$ cat src/rtl/nec_ir_pkg.sv
// Shared definitions for the NEC infrared decoder: FSM state encoding,
// default pulse-width windows (in ticks) and frame geometry.
// Optional feature macro used by the decoder: NEC_CHECK_EN.
package nec_ir_pkg;

    typedef enum logic [2:0] {
        IDLE,
        LEAD_LOW,
        LEAD_HIGH,
        BIT_LOW,
        BIT_HIGH,
        STOP
    } nec_state_t;

    // Default windows, one tick is about 35 us
    localparam int LEAD_LOW_MIN_DEF  = 220;
    localparam int LEAD_LOW_MAX_DEF  = 290;
    localparam int LEAD_HIGH_MIN_DEF = 110;
    localparam int LEAD_HIGH_MAX_DEF = 145;
    localparam int RPT_HIGH_MIN_DEF  = 50;
    localparam int RPT_HIGH_MAX_DEF  = 78;
    localparam int BIT_LOW_MIN_DEF   = 10;
    localparam int BIT_LOW_MAX_DEF   = 24;
    localparam int ZERO_HIGH_MIN_DEF = 10;
    localparam int ZERO_HIGH_MAX_DEF = 24;
    localparam int ONE_HIGH_MIN_DEF  = 38;
    localparam int ONE_HIGH_MAX_DEF  = 58;
    localparam int CNT_W_DEF         = 9;

    localparam int FRAME_BITS = 32;
    localparam int IDX_W      = $clog2(FRAME_BITS);

    // Inclusive window test on a measured duration
    function automatic logic in_win(input int v, input int lo, input int hi);
        return (v >= lo) && (v <= hi);
    endfunction

    // Larger of two window maxima, used for per-state timeouts
    function automatic int max2(input int a, input int b);
        return (a > b) ? a : b;
    endfunction

endpackage

$ cat src/rtl/ir_line_sync.sv
// Brings the asynchronous IR receiver line into the clk domain with a
// two-flop synchronizer and derives single-cycle rise/fall strobes from a
// previous-value register. Flops reset high, matching an idle (no carrier)
// line, so leaving reset never fabricates an edge.
module ir_line_sync (
    input  logic clk,
    input  logic rst,
    input  logic ir_in,
    output logic level,
    output logic rise,
    output logic fall
);

    logic sync1_q, sync1_d;
    logic sync2_q, sync2_d;
    logic prev_q,  prev_d;

    // Next values of the synchronizer chain and history register
    always_comb begin
        sync1_d = ir_in;
        sync2_d = sync1_q;
        prev_d  = sync2_q;
    end

    // Synchronizer and previous-value registers
    always_ff @(posedge clk) begin
        if (rst) begin
            sync1_q <= 1'b1;
            sync2_q <= 1'b1;
            prev_q  <= 1'b1;
        end else begin
            sync1_q <= sync1_d;
            sync2_q <= sync2_d;
            prev_q  <= prev_d;
        end
    end

    assign level = sync2_q;
    assign rise  = sync2_q & ~prev_q;
    assign fall  = ~sync2_q & prev_q;

endmodule

$ cat src/rtl/nec_ir_decoder.sv
// NEC infrared frame decoder. Measures pulse widths in upstream ticks,
// walks leader / 32 data bits / stop burst, and reports decoded frames,
// repeat codes and malformed frames as single-cycle pulses.
// Build option: define NEC_CHECK_EN to require the address and command
// inverse bytes to match before a frame is accepted.
module nec_ir_decoder
    import nec_ir_pkg::*;
#(
    parameter int LEAD_LOW_MIN  = LEAD_LOW_MIN_DEF,
    parameter int LEAD_LOW_MAX  = LEAD_LOW_MAX_DEF,
    parameter int LEAD_HIGH_MIN = LEAD_HIGH_MIN_DEF,
    parameter int LEAD_HIGH_MAX = LEAD_HIGH_MAX_DEF,
    parameter int RPT_HIGH_MIN  = RPT_HIGH_MIN_DEF,
    parameter int RPT_HIGH_MAX  = RPT_HIGH_MAX_DEF,
    parameter int BIT_LOW_MIN   = BIT_LOW_MIN_DEF,
    parameter int BIT_LOW_MAX   = BIT_LOW_MAX_DEF,
    parameter int ZERO_HIGH_MIN = ZERO_HIGH_MIN_DEF,
    parameter int ZERO_HIGH_MAX = ZERO_HIGH_MAX_DEF,
    parameter int ONE_HIGH_MIN  = ONE_HIGH_MIN_DEF,
    parameter int ONE_HIGH_MAX  = ONE_HIGH_MAX_DEF,
    parameter int CNT_W         = CNT_W_DEF
) (
    input  logic       clk,
    input  logic       rst,
    input  logic       tick,
    input  logic       ir_in,
    output logic [7:0] addr,
    output logic [7:0] cmd,
    output logic       data_valid,
    output logic       repeat_valid,
    output logic       frame_err
);

    // LEAD_HIGH can end as either a leader or a repeat space, BIT_HIGH as
    // either a zero or a one space, so each times out past the wider window.
    localparam int LEAD_HIGH_LIMIT = max2(LEAD_HIGH_MAX, RPT_HIGH_MAX);
    localparam int BIT_HIGH_LIMIT  = max2(ZERO_HIGH_MAX, ONE_HIGH_MAX);

    logic line_lvl, rise, fall;

    ir_line_sync u_line_sync (
        .clk   (clk),
        .rst   (rst),
        .ir_in (ir_in),
        .level (line_lvl),
        .rise  (rise),
        .fall  (fall)
    );

    nec_state_t              state_q, state_d;
    logic [CNT_W-1:0]        cnt_q, cnt_d;
    logic [IDX_W-1:0]        bit_idx_q, bit_idx_d;
    logic [FRAME_BITS-1:0]   sh_q, sh_d;
    logic                    rpt_q, rpt_d;
    logic                    have_frame_q, have_frame_d;
    logic [7:0]              addr_q, addr_d;
    logic [7:0]              cmd_q, cmd_d;
    logic                    data_valid_q, data_valid_d;
    logic                    repeat_valid_q, repeat_valid_d;
    logic                    frame_err_q, frame_err_d;

    int   cnt_i;
    logic frame_ok;
    logic err;
    logic bit_val;
    logic bit_ok;

    assign cnt_i = int'(cnt_q);

    // Duration counter: edges restart it (a coincident tick is dropped), else saturating tick count
    always_comb begin
        cnt_d = cnt_q;
        if (rise || fall) begin
            cnt_d = '0;
        end else if (tick && (cnt_q != '1)) begin
            cnt_d = cnt_q + 1'b1;
        end
    end

    // Integrity check on the assembled frame (inverse bytes when enabled)
    always_comb begin
`ifdef NEC_CHECK_EN
        frame_ok = (sh_q[15:8] == ~sh_q[7:0]) && (sh_q[31:24] == ~sh_q[23:16]);
`else
        frame_ok = 1'b1;
`endif
    end

    // Protocol FSM: edge classification, bit assembly, result pulses
    always_comb begin
        state_d        = state_q;
        bit_idx_d      = bit_idx_q;
        sh_d           = sh_q;
        rpt_d          = rpt_q;
        have_frame_d   = have_frame_q;
        addr_d         = addr_q;
        cmd_d          = cmd_q;
        data_valid_d   = 1'b0;
        repeat_valid_d = 1'b0;
        frame_err_d    = 1'b0;
        err            = 1'b0;
        bit_val        = 1'b0;
        bit_ok         = 1'b0;

        case (state_q)
            IDLE: begin
                // Only a fresh high-to-low transition arms a frame
                if (fall && !line_lvl) begin
                    state_d = LEAD_LOW;
                end
            end
            LEAD_LOW: begin
                if (rise) begin
                    if (in_win(cnt_i, LEAD_LOW_MIN, LEAD_LOW_MAX)) state_d = LEAD_HIGH;
                    else                                         err     = 1'b1;
                end else if (cnt_i > LEAD_LOW_MAX) begin
                    err = 1'b1;
                end
            end
            LEAD_HIGH: begin
                if (fall) begin
                    if (in_win(cnt_i, LEAD_HIGH_MIN, LEAD_HIGH_MAX)) begin
                        state_d   = BIT_LOW;
                        bit_idx_d = '0;
                        rpt_d     = 1'b0;
                    end else if (in_win(cnt_i, RPT_HIGH_MIN, RPT_HIGH_MAX)) begin
                        state_d = STOP;
                        rpt_d   = 1'b1;
                    end else begin
                        err = 1'b1;
                    end
                end else if (cnt_i > LEAD_HIGH_LIMIT) begin
                    err = 1'b1;
                end
            end
            BIT_LOW: begin
                if (rise) begin
                    if (in_win(cnt_i, BIT_LOW_MIN, BIT_LOW_MAX)) state_d = BIT_HIGH;
                    else                                       err     = 1'b1;
                end else if (cnt_i > BIT_LOW_MAX) begin
                    err = 1'b1;
                end
            end
            BIT_HIGH: begin
                if (fall) begin
                    if (in_win(cnt_i, ZERO_HIGH_MIN, ZERO_HIGH_MAX)) begin
                        bit_val = 1'b0;
                        bit_ok  = 1'b1;
                    end else if (in_win(cnt_i, ONE_HIGH_MIN, ONE_HIGH_MAX)) begin
                        bit_val = 1'b1;
                        bit_ok  = 1'b1;
                    end else begin
                        err = 1'b1;
                    end
                    if (bit_ok) begin
                        // NEC sends LSB first, so new bits enter at the top
                        sh_d = {bit_val, sh_q[FRAME_BITS-1:1]};
                        if (bit_idx_q == IDX_W'(FRAME_BITS - 1)) begin
                            state_d = STOP;
                        end else begin
                            bit_idx_d = bit_idx_q + 1'b1;
                            state_d   = BIT_LOW;
                        end
                    end
                end else if (cnt_i > BIT_HIGH_LIMIT) begin
                    err = 1'b1;
                end
            end
            STOP: begin
                if (rise) begin
                    state_d = IDLE;
                    if (!in_win(cnt_i, BIT_LOW_MIN, BIT_LOW_MAX)) begin
                        frame_err_d = 1'b1;
                    end else if (rpt_q) begin
                        // A repeat is only meaningful once a frame has been accepted
                        if (have_frame_q) repeat_valid_d = 1'b1;
                        else              frame_err_d    = 1'b1;
                    end else if (frame_ok) begin
                        addr_d       = sh_q[7:0];
                        cmd_d        = sh_q[23:16];
                        data_valid_d = 1'b1;
                        have_frame_d = 1'b1;
                    end else begin
                        frame_err_d = 1'b1;
                    end
                end else if (cnt_i > BIT_LOW_MAX) begin
                    err = 1'b1;
                end
            end
            default: begin
                state_d = IDLE;
            end
        endcase

        // Any timing violation abandons the frame; decoded outputs are kept
        if (err) begin
            frame_err_d = 1'b1;
            state_d     = IDLE;
        end
    end

    // State, datapath and registered output flops
    always_ff @(posedge clk) begin
        if (rst) begin
            state_q        <= IDLE;
            cnt_q          <= '0;
            bit_idx_q      <= '0;
            sh_q           <= '0;
            rpt_q          <= 1'b0;
            have_frame_q   <= 1'b0;
            addr_q         <= '0;
            cmd_q          <= '0;
            data_valid_q   <= 1'b0;
            repeat_valid_q <= 1'b0;
            frame_err_q    <= 1'b0;
        end else begin
            state_q        <= state_d;
            cnt_q          <= cnt_d;
            bit_idx_q      <= bit_idx_d;
            sh_q           <= sh_d;
            rpt_q          <= rpt_d;
            have_frame_q   <= have_frame_d;
            addr_q         <= addr_d;
            cmd_q          <= cmd_d;
            data_valid_q   <= data_valid_d;
            repeat_valid_q <= repeat_valid_d;
            frame_err_q    <= frame_err_d;
        end
    end

    assign addr         = addr_q;
    assign cmd          = cmd_q;
    assign data_valid   = data_valid_q;
    assign repeat_valid = repeat_valid_q;
    assign frame_err    = frame_err_q;

endmodule

$ cat config.mk
export PLATFORM = sky130hd
export DESIGN_NAME = nec_ir_decoder
export DESIGN_NICKNAME = d
export VERILOG_FILES = /design/src/rtl/nec_ir_pkg.sv /design/src/rtl/ir_line_sync.sv /design/src/rtl/nec_ir_decoder.sv
export SDC_FILE = /design/constraint.sdc
export NUM_CORES = 1
export LEC_CHECK = 0
export ABC_AREA = 1
export CAP_MARGIN = 20
export CELL_PAD_IN_SITES_DETAIL_PLACEMENT = 1
export CELL_PAD_IN_SITES_GLOBAL_PLACEMENT = 2
export CORE_UTILIZATION = 33
export CTS_BUF_LIST = sky130_fd_sc_hd__clkbuf_16
export DETAILED_ROUTE_END_ITERATION = 12
export PLACE_DENSITY_LB_ADDON = 0.05
export SYNTH_ARGS = -nofsm -noshare
export SYNTH_HDL_FRONTEND = slang
export SYNTH_SLANG_ARGS = --single-unit
$ cat constraint.sdc
create_clock -name clk -period 2.3 [get_ports clk]
set_input_delay 0.345 -clock clk [delete_from_list [all_inputs] [get_ports clk]]
set_output_delay 0.345 -clock clk [all_outputs]
set_load 0.005 [all_outputs]
Word-level counts from Yosys, hierarchy flattened
Index checks and enable logic that the tools add are counted.
- bits of input ports: 4
- logic and storage cells: 128
- output and inout bits: 19
- register bits after elaboration: 73
- bitwise logic cells: 8
- equality and inequality tests: 19
- order comparisons: 14
- mux-type cells: 50
- reduce and logical (&&, ||, !) cells: 21
- $add $sub $neg: 2
- operator list (operator ; count):
    3-bit two-way mux ; 12
    1-bit two-way mux ; 30
    5-bit two-way mux ; 5
    2-bit != test (second input constant) ; 11
    9-bit by 6-bit greater-or-equal comparator with 1-bit output (second input constant) ; 2
    3-bit case mux with 6 select lines ; 1
    5-bit case mux with 2 select lines ; 1
    10-bit AND reduction ; 1
    9-bit by 1-bit adder with 9-bit output (second input constant) ; 1
    9-bit by 4-bit greater-or-equal comparator with 1-bit output (second input constant) ; 1
    9-bit by 7-bit greater-or-equal comparator with 1-bit output (second input constant) ; 1
    9-bit by 8-bit greater-or-equal comparator with 1-bit output (second input constant) ; 1
    9-bit by 5-bit > comparator with 1-bit output (second input constant) ; 1
    9-bit by 6-bit > comparator with 1-bit output (second input constant) ; 1
    9-bit by 8-bit > comparator with 1-bit output (second input constant) ; 1
    9-bit > comparator (second input constant) ; 1
    9-bit by 5-bit less-or-equal comparator with 1-bit output (second input constant) ; 1
    9-bit by 6-bit less-or-equal comparator with 1-bit output (second input constant) ; 1
    9-bit by 7-bit less-or-equal comparator with 1-bit output (second input constant) ; 1
    9-bit by 8-bit less-or-equal comparator with 1-bit output (second input constant) ; 1
    9-bit less-or-equal comparator (second input constant) ; 1
    9-bit != test (second input constant) ; 1
    1-bit logical AND ; 7
    3-bit by 2-bit equality test with 1-bit output (second input constant) ; 2
    other kinds (18) ; 28

Depth between registers and ports, before layout
Gate-level depths: netlist (run 1).
- depth after elaboration: 9
- mapped depth: 14
- mapped depth without buffers: 13

Modules after synthesis
From an unflattened synthesis (run 1), not the netlist that was laid out.
- cell total of the unflattened synthesis: 458
- area total of the unflattened synthesis: 3362.0 sq um
- modules (own cells, without submodules) (module ; cells an instance ; area each (sq um) ; seq. area each (sq um) ; times used):
    nec_ir_decoder ; 445 ; 3264.4 ; 1401.3 ; 1
    ir_line_sync ; 13 ; 97.6 ; 60.1 ; 1

Worst setup path before layout (run 1)
No wires, ideal clock.
- path kind: register -> register
- start: reg cnt_q[3]
- end: reg cnt_q[7]
- period minus slack after synthesis: 1.910 ns
- path buffers: 1
- library setup time: 0.119 ns
- stages on the path, launching flop included: 15
- data arrival time: 1.790 ns
- slack: 0.390 ns
- data required time: 2.181 ns
- cells stage by stage: dfxtp_1 > buf_2 > nand2_1 > nor2_1 > nand3_1 > nor2_1 > ha_1 > nor2_1 > inv_1 > nor3_1 > inv_1 > nor2_1 > nand2_1 > o21ai_0 > a21oi_1
- word-level cells in the longest chain between the ends: 2
- elaborated cells on any way between the ends: 3
- classes of those cells: add/sub: 1; eq/ne: 1; reduce/logical: 1
- ends and longest elaborated chain (element ; RTL line ; text):
    from (decl) ; nec_ir_decoder.sv:51 ; logic [CNT_W-1:0] cnt_q, cnt_d;
    from (signal assigned) ; nec_ir_decoder.sv:218 ; cnt_q <= cnt_d;
    branches (longest 2 deep; another with 9-bit by 1-bit adder with 9-bit output) ; n/a ;
Several ways; the timed one is not identified.
A chain may end at the register's enable or synchronous reset.

Final worst setup path (run 1)
Ends and elaborated chain as after synthesis.

==> results by group, run 1 <==
GRT
  • Initial antenna violation count: 0
  • Largest net degree at the start of global routing: 48
  • Gr usage total: 17.26%
  • First-pass GRT wire length: 14100 um
  • Grt ovf: 0
  • Vias in the first global route: 2938

Worst setup path
  • Crit path largest cell delay: 380 ps
  • Arrival time worst endpoint: 2250 ps
  • WS Path Type: flop to flop
  • Crit-path max FO: 8
  • Reg2reg setup slack: 260 ps
  • CP Capture Type: flop
  • Required time of the critical path: 2510 ps
  • Startpoint Class: flop
  • Cell family with most CP delay: simple AND/OR/NAND/NOR gates
  • Worst path buffer plus inverter count: 2
  • Crit path cell chain: nand2_1 > nor2_1 > nand3_1 > nor2_1 > ha_1 > nor2_2 > inv_2 > nor3_2 > inv_1 > nor2_1 > nand2_1 > o21ai_0 > a21oi_1
  • Most used cell, CP: nor2_1
  • Worst path slowest cell: dfxtp_1

Die
  • Cell Rows: 36
  • Die ar.: 0.01051 mm^2
  • Initial Util: 34.13%
  • Core area: 0.009774 mm^2
  • Die Y: 102.5 um
  • Total I/O pin count: 23
  • DIE WIDTH: 102.5 um

Timing
  • Final Hold Fails: 0
  • Max-slew violation count: 0
  • Setup TNS: 0 ps
  • Max-slew headroom: 69.79%
  • # setup viols final: 0
  • RSZ-0062 raised after global routing: false
  • Tcrit/Tclk final: 88.84%
  • Worst Clk Skew: 9.929 ps
  • Slew @ Worst Pin: 449.7 ps
  • Final min period: 2043 ps
  • Final hold slack: 404.3 ps
  • Max Fclk: 0.4894 GHz

Worst hold path
  • Hold Path Class: flop to flop

CTS
  • Post-CTS Setup Inserts: 0
  • Cts hold-fix bufs: 0
  • Clk buf depth: 2
  • CTS tree: yes
  • Resized cells post-CTS: 0
  • CTS Buf Count: 9
  • CTS H-Tree Depth: 3
  • Clock latency on the worst-skew pair: 330 ps
  • CTS Root Cell: clkbuf_16
  • Clk sinks: 73
  • Clk slew on worst S/H paths: 60 ps

Yosys
  • Synthesized instance count: 465
  • Sequential area share after synthesis: 43.81%
  • Synth Net Count: 477
  • Synthesized area: 0.003336 mm^2
  • Unique masters post-synth: 34
  • Total number of yosys warnings: 0
  • Mean Syn Cell Area: 7.174 um^2
  • Flop and latch count out of synthesis: 73

Detailed routing
  • Routed WL: 7957 um
  • Detailed-route DRC error count: 0
  • Routed vias: 2942
  • Vias per Instance: 4.715
  • Drt first-iter violations: 45
  • Routed Antenna Nets: 0
  • Post-DR wirelength/cell: 12.75 um
  • First-pass DRT Iterations: 4

Cells and area
  • Final-stage net count: 498
  • Area delta synth->final: 19.50%
  • Commonest non-fill, non-tap cell in the layout: nor2_1
  • Post-layout util: 40.78%
  • Most frequent cells in the layout: 90 x nor2_1, 73 x dfxtp_1, 63 x nand2_1, 56 x o21ai_0, 49 x inv_1
  • Ratio of cells with drive above 1 in the final layout: 9.980%
  • Ant diodes: 0

Run
  • Max Cap Viol: 0

Power
  • Leakage: 1.561 nW
  • P per Cell Area: 704.8 mW/mm^2
  • Worst VDD drop: 0.3303 mV

Placed design
  • HPWL after DPL: 5611 um
  • Port-buffer cells: 22
  • Gpl congestion: 0.8100

Status
  • Status: complete, no violations
synth_stat cells, drive strengths merged:
cell type   n  area (um^2)
nor2       96        382.9
dfxtp      73         1461
nand2      71        291.5
o21ai      64        335.3
inv        56        210.2
a21oi      35        175.2
nand3      23        137.6
buf        11        68.82
ha          8        100.1
clkbuf      6        25.02
nand4       6        37.54
nor3        4        20.02
a211oi      2        15.01
o21bai      2        15.01
or2         2        12.51
xor2        2        17.52
a221oi      1        8.760
and3        1        6.260
nor3b       1        7.510
o211ai      1        7.510
power by group:
group | total [mW] | switching [mW] | internal [mW]
Combinational | 0.161 | 0.107 | 0.0539
Clock | 1.36 | 0.532 | 0.830
Sequential | 1.29 | 0.0112 | 1.28
stage by stage:
step / setup slack [ps] / cell area (um^2) / power (mW) / std cells
after CTS: 78.40 / 3979 / 2.861 / 624
after detailed placement: 177.8 / 3691 / 1.477 / 608
after global routing: 5.872 / 3986 / 2.941 / 624
after floorplan: 390.2 / 3336 / 1.429 / 465
final: 256.6 / 3986 / 2.809 / 624
after global placement: 224.2 / 3691 / 1.475 / 608
final cells by class:
type	count	area [um^2]
inverter	56	210.2
fill	1244	5788
multi-input combinational	319	1578
timing repair buffer	27	282.8
clock buffer	9	225.2
clock inverter	7	62.56
tap	133	166.4
sequential	73	1461
routing by layer:
metal | wire, um | part of all wire, % | GRT usage, % | vias up
li1 | - | - | - | 1534
met2 | 3726 | 47 | 28.05 | 22
met3 | 118 | 1.5 | 2.644 | 9
met4 | 129 | 1.6 | 7.582 | 0
met1 | 3982 | 50 | 22.65 | 1377
met5 | 0 | 0 | 0 | -
final timing paths:
kind | from | end | depth (start not counted)
hold / removal | u_line_sync.sync1_q$_SDFF_PP1_ | u_line_sync.level$_SDFF_PP1_ | 1
hold reg to reg | u_line_sync.sync1_q$_SDFF_PP1_ | u_line_sync.level$_SDFF_PP1_ | 1
setup / recovery | cnt_q[3]$_SDFFE_PP0P_ | cnt_q[7]$_SDFFE_PP0P_ | 13
setup reg to reg | cnt_q[3]$_SDFFE_PP0P_ | cnt_q[7]$_SDFFE_PP0P_ | 13
cell families after synthesis:
logic type | after synthesis | share of synthesized area [%]
adder cells (fa/ha/maj) | 8 | 3.001
AO/OA/AOI/OAI | 105 | 16.69
buffers and inverters | 73 | 9.115
XOR/XNOR | 2 | 0.5252
AND/OR/NAND/NOR | 204 | 26.86
flip-flops | 73 | 43.81
state kept, by name, summed over array words and instances, names as in the netlist:
register,flops
frame_err,1
u_line_sync.sync1_q,1
cmd,8
rpt_q,1
data_valid,1
addr,8
sh_q,32
repeat_valid,1
bit_idx_q,5
u_line_sync.level,1
have_frame_q,1
cnt_q,9
state_q,3
u_line_sync.prev_q,1
Power figures use the tool's default switching activity.
==> inputs of run 2 (changes only) <==
--- a/config.mk
+++ b/config.mk
@@ -13,6 +13,7 @@
 export CTS_BUF_LIST = sky130_fd_sc_hd__clkbuf_16
 export DETAILED_ROUTE_END_ITERATION = 12
 export PLACE_DENSITY_LB_ADDON = 0.05
+export RECOVER_POWER = 50
 export SYNTH_ARGS = -nofsm -noshare
 export SYNTH_HDL_FRONTEND = slang
 export SYNTH_SLANG_ARGS = --single-unit
==> results by group, run 2 (synthesis gave the netlist of run 1 again) <==
GRT
  • M2 GR Usage: 28.05% (unchanged)
  • Grt met3 use: 2.644% (unchanged)
  • Largest net degree at the start of global routing: 48 (unchanged)
  • GR peak layer: met2 (unchanged)
  • First-pass GRT wire length: 14100 um (unchanged)
  • Vias in the first global route: 2938 (unchanged)
  • Gr usage total: 17.26% (unchanged)
  • Initial antenna violation count: 0 (unchanged)
  • GR Layer Usage met1: 22.65% (unchanged)
  • Grt ovf: 0 (unchanged)

Timing
  • RSZ-0062 raised after global routing: false (unchanged)
  • Worst Clk Skew: 10.62 ps (was 9.929 ps)
  • Max Fclk: 0.4912 GHz (was 0.4894 GHz)
  • Max-slew violation count: 0 (unchanged)
  • # setup viols final: 0 (unchanged)
  • Final min period: 2036 ps (was 2043 ps)
  • Max-slew headroom: 63.37% (was 69.79%)
  • Slew @ Worst Pin: 549.4 ps (was 449.7 ps)
  • Post-route worst setup slack: 264.2 ps (was 256.6 ps)
  • Setup TNS: 0 ps (unchanged)
  • Final Hold Fails: 0 (unchanged)
  • Tcrit/Tclk final: 88.51% (was 88.84%)

Detailed routing
  • Routed vias: 2932 (was 2942)
  • Post-DR wirelength/cell: 12.80 um (was 12.75 um)
  • Drt first-iter violations: 48 (was 45)
  • Routed WL: 7990 um (was 7957 um)
  • Vias per Instance: 4.699 (was 4.715)
  • Detailed-route DRC error count: 0 (unchanged)
  • First-pass DRT Iterations: 4 (unchanged)
  • Routed Antenna Nets: 0 (unchanged)

Die
  • Core area: 0.009774 mm^2 (unchanged)
  • Die Y: 102.5 um (unchanged)
  • Cell Rows: 36 (unchanged)
  • DIE WIDTH: 102.5 um (unchanged)
  • Initial Util: 34.13% (unchanged)
  • Total I/O pin count: 23 (unchanged)
  • Die ar.: 0.01051 mm^2 (unchanged)

Worst setup path
  • R2R Path Start: cnt_q[3]$_SDFFE_PP0P_ (unchanged)
  • Crit-path max FO: 8 (unchanged)
  • CP Capture Type: flop (unchanged)
  • Setup crit start: cnt_q[3]$_SDFFE_PP0P_ (unchanged)
  • WS Path Type: flop to flop (unchanged)
  • Startpoint Class: flop (unchanged)
  • Arrival time worst endpoint: 2250 ps (about the same)
  • Reg2reg setup slack: 260 ps (about the same)
  • Required time of the critical path: 2510 ps (about the same)

CTS
  • CTS H-Tree Depth: 3 (unchanged)
  • Clock latency on the worst-skew pair: 330 ps (about the same)
  • CTS Buf Count: 9 (unchanged)
  • Clk slew on worst S/H paths: 60 ps (about the same)
  • Clk buf depth: 2 (unchanged)
  • CTS tree: yes (unchanged)
  • CTS Root Cell: clkbuf_16 (unchanged)
  • Clk sinks: 73 (unchanged)

Run
  • Max Cap Viol: 0 (unchanged)

Cells and area
  • Commonest non-fill, non-tap cell in the layout: nor2_1 (unchanged)
  • Layout Cells excl Fill: 624 (unchanged)
  • Most flops, register: sh_q (unchanged)
  • Post-layout util: 40.59% (was 40.78%)
  • Max reg flops: 32 (unchanged)
  • Most frequent cells in the layout: 91 x nor2_1, 73 x dfxtp_1, 64 x nand2_1, 59 x o21ai_0, 51 x inv_1 (was 90 x nor2_1, 73 x dfxtp_1, 63 x nand2_1, 56 x o21ai_0, 49 x inv_1)
  • Ratio of cells with drive above 1 in the final layout: 8.758% (was 9.980%)
  • Area delta synth->final: 18.94% (was 19.50%)
  • Top Registers: sh_q: 32 flops, cnt_q: 9 flops (unchanged)
  • Final Cell Area: 0.003968 mm^2 (was 0.003986 mm^2)
  • Final-stage net count: 498 (unchanged)
  • Ant diodes: 0 (unchanged)

Placed design
  • Port-buffer cells: 22 (unchanged)
  • Setup WS pre-CTS: 177.8 ps (unchanged)
  • HPWL after DPL: 5611 um (unchanged)
  • Placed cell count: 608 (unchanged)
  • Placed Area: 0.003691 mm^2 (unchanged)
  • Gpl congestion: 0.8100 (unchanged)

Worst hold path
  • Min-delay src: u_line_sync.sync1_q$_SDFF_PP1_ (unchanged)
  • Hold Path Class: flop to flop (unchanged)

Power
  • Worst VDD drop: 0.3302 mV (was 0.3303 mV)
  • P per Cell Area: 708.2 mW/mm^2 (was 704.8 mW/mm^2)
  • Leakage: 1.626 nW (was 1.561 nW)

Status
  • Status: complete, no violations (unchanged)
-- run 2: cell types whose count changed in the layout (fill, tap and decap cells not counted), sizes merged --
cell | previous run | this run
clkdlybuf4s50 | 22 | 2
buf | 5 | 4
clkbuf | 9 | 10
dlygate4sd3 | 0 | 20
-- run 2: worst max-delay path, stage by stage (launching register included) --
cell and delay, ps:
dfxtp_1 380, nand2_1 170, nor2_1 90, nand3_1 80
nor2_1 50, ha_1 200, nor2_2 200, inv_2 110
nor3_2 140, inv_1 80, nor2_1 130, nand2_1 80
o21ai_0 160, a21oi_1 60
-- run 2: cell type report --
| type | count | area [um^2] |
|---|---|---|
| flip-flops and latches | 73 | 1461 |
| repair buffers | 27 | 279.0 |
| multi-input cells | 319 | 1563 |
| well taps | 133 | 166.4 |
| inverters | 56 | 210.2 |
| clock inverters | 7 | 62.56 |
| fillers | 1246 | 5807 |
| clock buffers | 9 | 225.2 |
-- run 2: stage by stage --
step           power (mW)  hold slack (ps)
6_report            2.810            403.2
5_1_grt             2.938            440.6
4_1_cts             2.861            405.4
3_5_place_dp        1.477            396.1
3_3_place_gp        1.475            391.6
2_1_floorplan       1.429            389.5
-- run 2: path summary, 6_finish.rpt --
check / to / cells past startpoint
max: cnt_q[7]$_SDFFE_PP0P_ / 13
min: u_line_sync.level$_SDFF_PP1_ / 1
max reg2reg: cnt_q[7]$_SDFFE_PP0P_ / 13
min reg2reg: u_line_sync.level$_SDFF_PP1_ / 1
-- run 2: per-layer routing --
metal / part of all wire (%) / wire, um
met3: 1.4 / 113
met4: 1.6 / 126
met2: 47 / 3723
met5: 0 / 0
met1: 50 / 4026
-- run 2: power by group --
| group | switching, mW | internal, mW | total (mW) | leakage, nW |
|---|---|---|---|---|
| logic | 0.107 | 0.0519 | 0.158 | 0.891 |
| registers | 0.0112 | 1.28 | 1.29 | 0.589 |
| clock network | 0.535 | 0.830 | 1.37 | 0.146 |
-- run 2: repair_timing --
item	in CTS	in global routing
hold buffers	0	0
setup buffers	0	0
gates resized for setup	0	3
setup endpoints to repair	0	1
==> inputs of run 3 (changes only) <==
--- a/config.mk
+++ b/config.mk
@@ -9,7 +9,7 @@
 export CAP_MARGIN = 20
 export CELL_PAD_IN_SITES_DETAIL_PLACEMENT = 1
 export CELL_PAD_IN_SITES_GLOBAL_PLACEMENT = 2
-export CORE_UTILIZATION = 33
+export CORE_UTILIZATION = 36
 export CTS_BUF_LIST = sky130_fd_sc_hd__clkbuf_16
 export DETAILED_ROUTE_END_ITERATION = 12
 export PLACE_DENSITY_LB_ADDON = 0.05
==> constraint.sdc (replaced) <==
create_clock -name clk -period 2.35 [get_ports clk]
set_input_delay 0.3525 -clock clk [delete_from_list [all_inputs] [get_ports clk]]
set_output_delay 0.3525 -clock clk [all_outputs]
set_load 0.005 [all_outputs]
==> results by group, run 3 (synthesis gave the netlist of run 1 again) <==
Status
  • Status: finished, violations left (was complete, no violations)
  • Failing checks: design-rule violations

Worst setup path
  • WS Path Type: flop to flop (unchanged)
  • Worst r2r path cells: 12 (was 13)
  • Crit path largest cell delay: 350 ps (was 380 ps)
  • Reg2reg setup slack: 300 ps (was 260 ps)
  • Worst path buffer plus inverter count: 2 (unchanged)
  • R2R Path Start: cnt_q[0]$_SDFFE_PP0P_ (was cnt_q[3]$_SDFFE_PP0P_)
  • Most used cell, CP: nor2_1 (unchanged)
  • Arrival time worst endpoint: 2270 ps (was 2250 ps)
  • Crit path cell chain: ha_1 > nand3_1 > nor2_1 > ha_1 > nor2_1 > inv_2 > nor3_2 > inv_1 > nor2_1 > nand2_1 > o21ai_0 > a21oi_1 (was nand2_1 > nor2_1 > nand3_1 > nor2_1 > ha_1 > nor2_2 > inv_2 > nor3_2 > inv_1 > nor2_1 > nand2_1 > o21ai_0 > a21oi_1)
  • CP Capture Type: flop (unchanged)
  • R2r endpoint: cnt_q[7]$_SDFFE_PP0P_ (unchanged)
  • Required time of the critical path: 2570 ps (was 2510 ps)
  • Crit-path max FO: 7 (was 8)
  • Cell family with most CP delay: simple AND/OR/NAND/NOR gates (unchanged)
  • Startpoint Class: flop (unchanged)
  • Worst path slowest cell: dfxtp_1 (unchanged)

Cells and area
  • FF+latch area: 0.001461 mm^2 (unchanged)
  • Area of the multi-input gates: 0.001560 mm^2 (was 0.001563 mm^2)
  • Ant diodes: 0 (unchanged)
  • Filler cells: 1097 (was 1246)
  • Top Registers: sh_q: 32 flops, cnt_q: 9 flops (unchanged)
  • Area delta synth->final: 19.24% (was 18.94%)
  • Layout Cells excl Fill: 599 (was 624)
  • Most frequent cells in the layout: 92 x nor2_1, 73 x dfxtp_1, 64 x nand2_1, 59 x o21ai_0, 50 x inv_1 (was 91 x nor2_1, 73 x dfxtp_1, 64 x nand2_1, 59 x o21ai_0, 51 x inv_1)
  • Max reg flops: 32 (unchanged)
  • Ratio of cells with drive above 1 in the final layout: 8.961% (was 8.758%)
  • Most flops, register: sh_q (unchanged)
  • Final-stage net count: 498 (unchanged)
  • Commonest non-fill, non-tap cell in the layout: nor2_1 (unchanged)

Timing
  • Max-slew violation count: 0 (unchanged)
  • Setup TNS: 0 ps (unchanged)
  • Final Hold Fails: 0 (unchanged)
  • Worst Clk Skew: 8.010 ps (was 10.62 ps)
  • Final min period: 2050 ps (was 2036 ps)
  • RSZ-0062 raised after global routing: false (unchanged)
  • Max Fclk: 0.4879 GHz (was 0.4912 GHz)
  • Max-slew headroom: 64.38% (was 63.37%)
  • Tcrit/Tclk final: 87.21% (was 88.51%)
  • # setup viols final: 0 (unchanged)
  • Slew @ Worst Pin: 534.3 ps (was 549.4 ps)
  • Post-route worst setup slack: 300.5 ps (was 264.2 ps)

GRT
  • Largest net degree at the start of global routing: 48 (unchanged)
  • Initial antenna violation count: 0 (unchanged)
  • First-pass GRT wire length: 13720 um (was 14100 um)
  • Vias in the first global route: 2909 (was 2938)
  • Gr usage total: 17.62% (was 17.26%)
  • Grt ovf: 0 (unchanged)

Detailed routing
  • Routed Antenna Nets: 0 (unchanged)
  • Drt first-iter violations: 87 (was 48)
  • Detailed-route DRC error count: 2 (was 0)
  • Routed vias: 2898 (was 2932)
  • Vias per Instance: 4.838 (was 4.699)
  • Post-DR wirelength/cell: 12.88 um (was 12.80 um)
  • First-pass DRT Iterations: 8 (was 4)
  • Routed WL: 7717 um (was 7990 um)

Die
  • Initial Util: 37.70% (was 34.13%)
  • Die ar.: 0.009655 mm^2 (was 0.01051 mm^2)
  • Cell Rows: 34 (was 36)
  • DIE WIDTH: 98.26 um (was 102.5 um)
  • Die Y: 98.26 um (was 102.5 um)
  • Total I/O pin count: 23 (unchanged)
  • Core area: 0.008848 mm^2 (was 0.009774 mm^2)

CTS
  • Clock latency on the worst-skew pair: 330 ps (about the same)
  • CTS Root Cell: clkbuf_16 (unchanged)
  • Resized cells post-CTS: 0 (unchanged)
  • CTS Buf Count: 9 (unchanged)
  • CTS H-Tree Depth: 3 (unchanged)
  • Clk slew on worst S/H paths: 60 ps (about the same)
  • Post-CTS Setup Inserts: 0 (unchanged)
  • Clk sinks: 73 (unchanged)
  • Clk buf depth: 2 (unchanged)
  • Cts hold-fix bufs: 0 (unchanged)
  • CTS tree: yes (unchanged)

Power
  • Leakage: 1.643 nW (was 1.626 nW)
  • Worst VDD drop: 0.3356 mV (was 0.3302 mV)
  • P per Cell Area: 752.6 mW/mm^2 (was 708.2 mW/mm^2)
  • Total chip power: 2.993 mW (was 2.810 mW)

Worst hold path
  • Cell depth of the worst hold path: 1 (unchanged)
  • Hold Path Class: flop to flop (unchanged)
  • Min-delay src: u_line_sync.sync1_q$_SDFF_PP1_ (unchanged)
  • Hold Crit Endpoint: u_line_sync.level$_SDFF_PP1_ (unchanged)

Placed design
  • Port-buffer cells: 22 (unchanged)
  • Gpl congestion: 0.8977 (was 0.8100)
  • Placed cell count: 583 (was 608)
  • Setup WS pre-CTS: 188.9 ps (was 177.8 ps)
  • HPWL after DPL: 5463 um (was 5611 um)

Run
  • Max Cap Viol: 0 (unchanged)
==> run 3: per-stage QoR <==
stage	utilization, %	instance area (um^2)	hold WS [ps]
after global routing	44.95	3978	433.1
final	44.95	3978	411.0
after detailed placement	41.22	3647	402.4
after global placement	41.22	3647	391.5
after floorplan	-	3336	389.5
after CTS	45.11	3991	416.3
==> run 3: report_power, final <==
group | switching, mW | total [mW] | internal (mW)
clock network | 0.544 | 1.58 | 1.04
logic | 0.103 | 0.152 | 0.0485
registers | 0.0106 | 1.26 | 1.25
total | 0.658 | 2.99 | 2.34
==> run 3: how the worst max path moves through the flow <==
stage,cells after the start,endpoint,slack [ps],start
5_1_grt,13,cnt_q[7]$_SDFFE_PP0P_,40,cnt_q[3]$_SDFFE_PP0P_
6_report,12,cnt_q[7]$_SDFFE_PP0P_,300,cnt_q[0]$_SDFFE_PP0P_
2_1_floorplan,14,cnt_q[7]$_SDFFE_PP0P_,440,cnt_q[3]$_SDFFE_PP0P_
4_1_cts,13,cnt_q[7]$_SDFFE_PP0P_,170,cnt_q[3]$_SDFFE_PP0P_
3_5_place_dp,13,cnt_q[7]$_SDFFE_PP0P_,190,cnt_q[3]$_SDFFE_PP0P_
3_3_place_gp,13,cnt_q[7]$_SDFFE_PP0P_,280,cnt_q[3]$_SDFFE_PP0P_
==> run 3: final cells by class <==
class                   count  share of cell area [%]
clock buffers               9                   5.662
clock inverters             7                   2.988
inverters                  56                   5.285
multi-input cells         319                   39.23
flip-flops and latches     73                   36.74
well taps                 108                   3.397
repair buffers             27                   6.700
==> run 3: routing by layer <==
metal / vias to the layer above / share of wire (%) / track usage, %
met3: 4 / 2.4 / 4.295
met5: - / 0 / 0
met1: 1329 / 52 / 24.35
met4: 0 / 0.57 / 4.822
met2: 28 / 45 / 27.36
li1: 1537 / - / -
==> run 3: worst reg2reg max path, stage by stage, from the launching register on <==
cell and delay (ps):
dfxtp_1 350, ha_1 260, nand3_1 90, nor2_1 50
ha_1 180, nor2_1 250, inv_2 120, nor3_2 150
inv_1 80, nor2_1 130, nand2_1 80, o21ai_0 150
a21oi_1 50
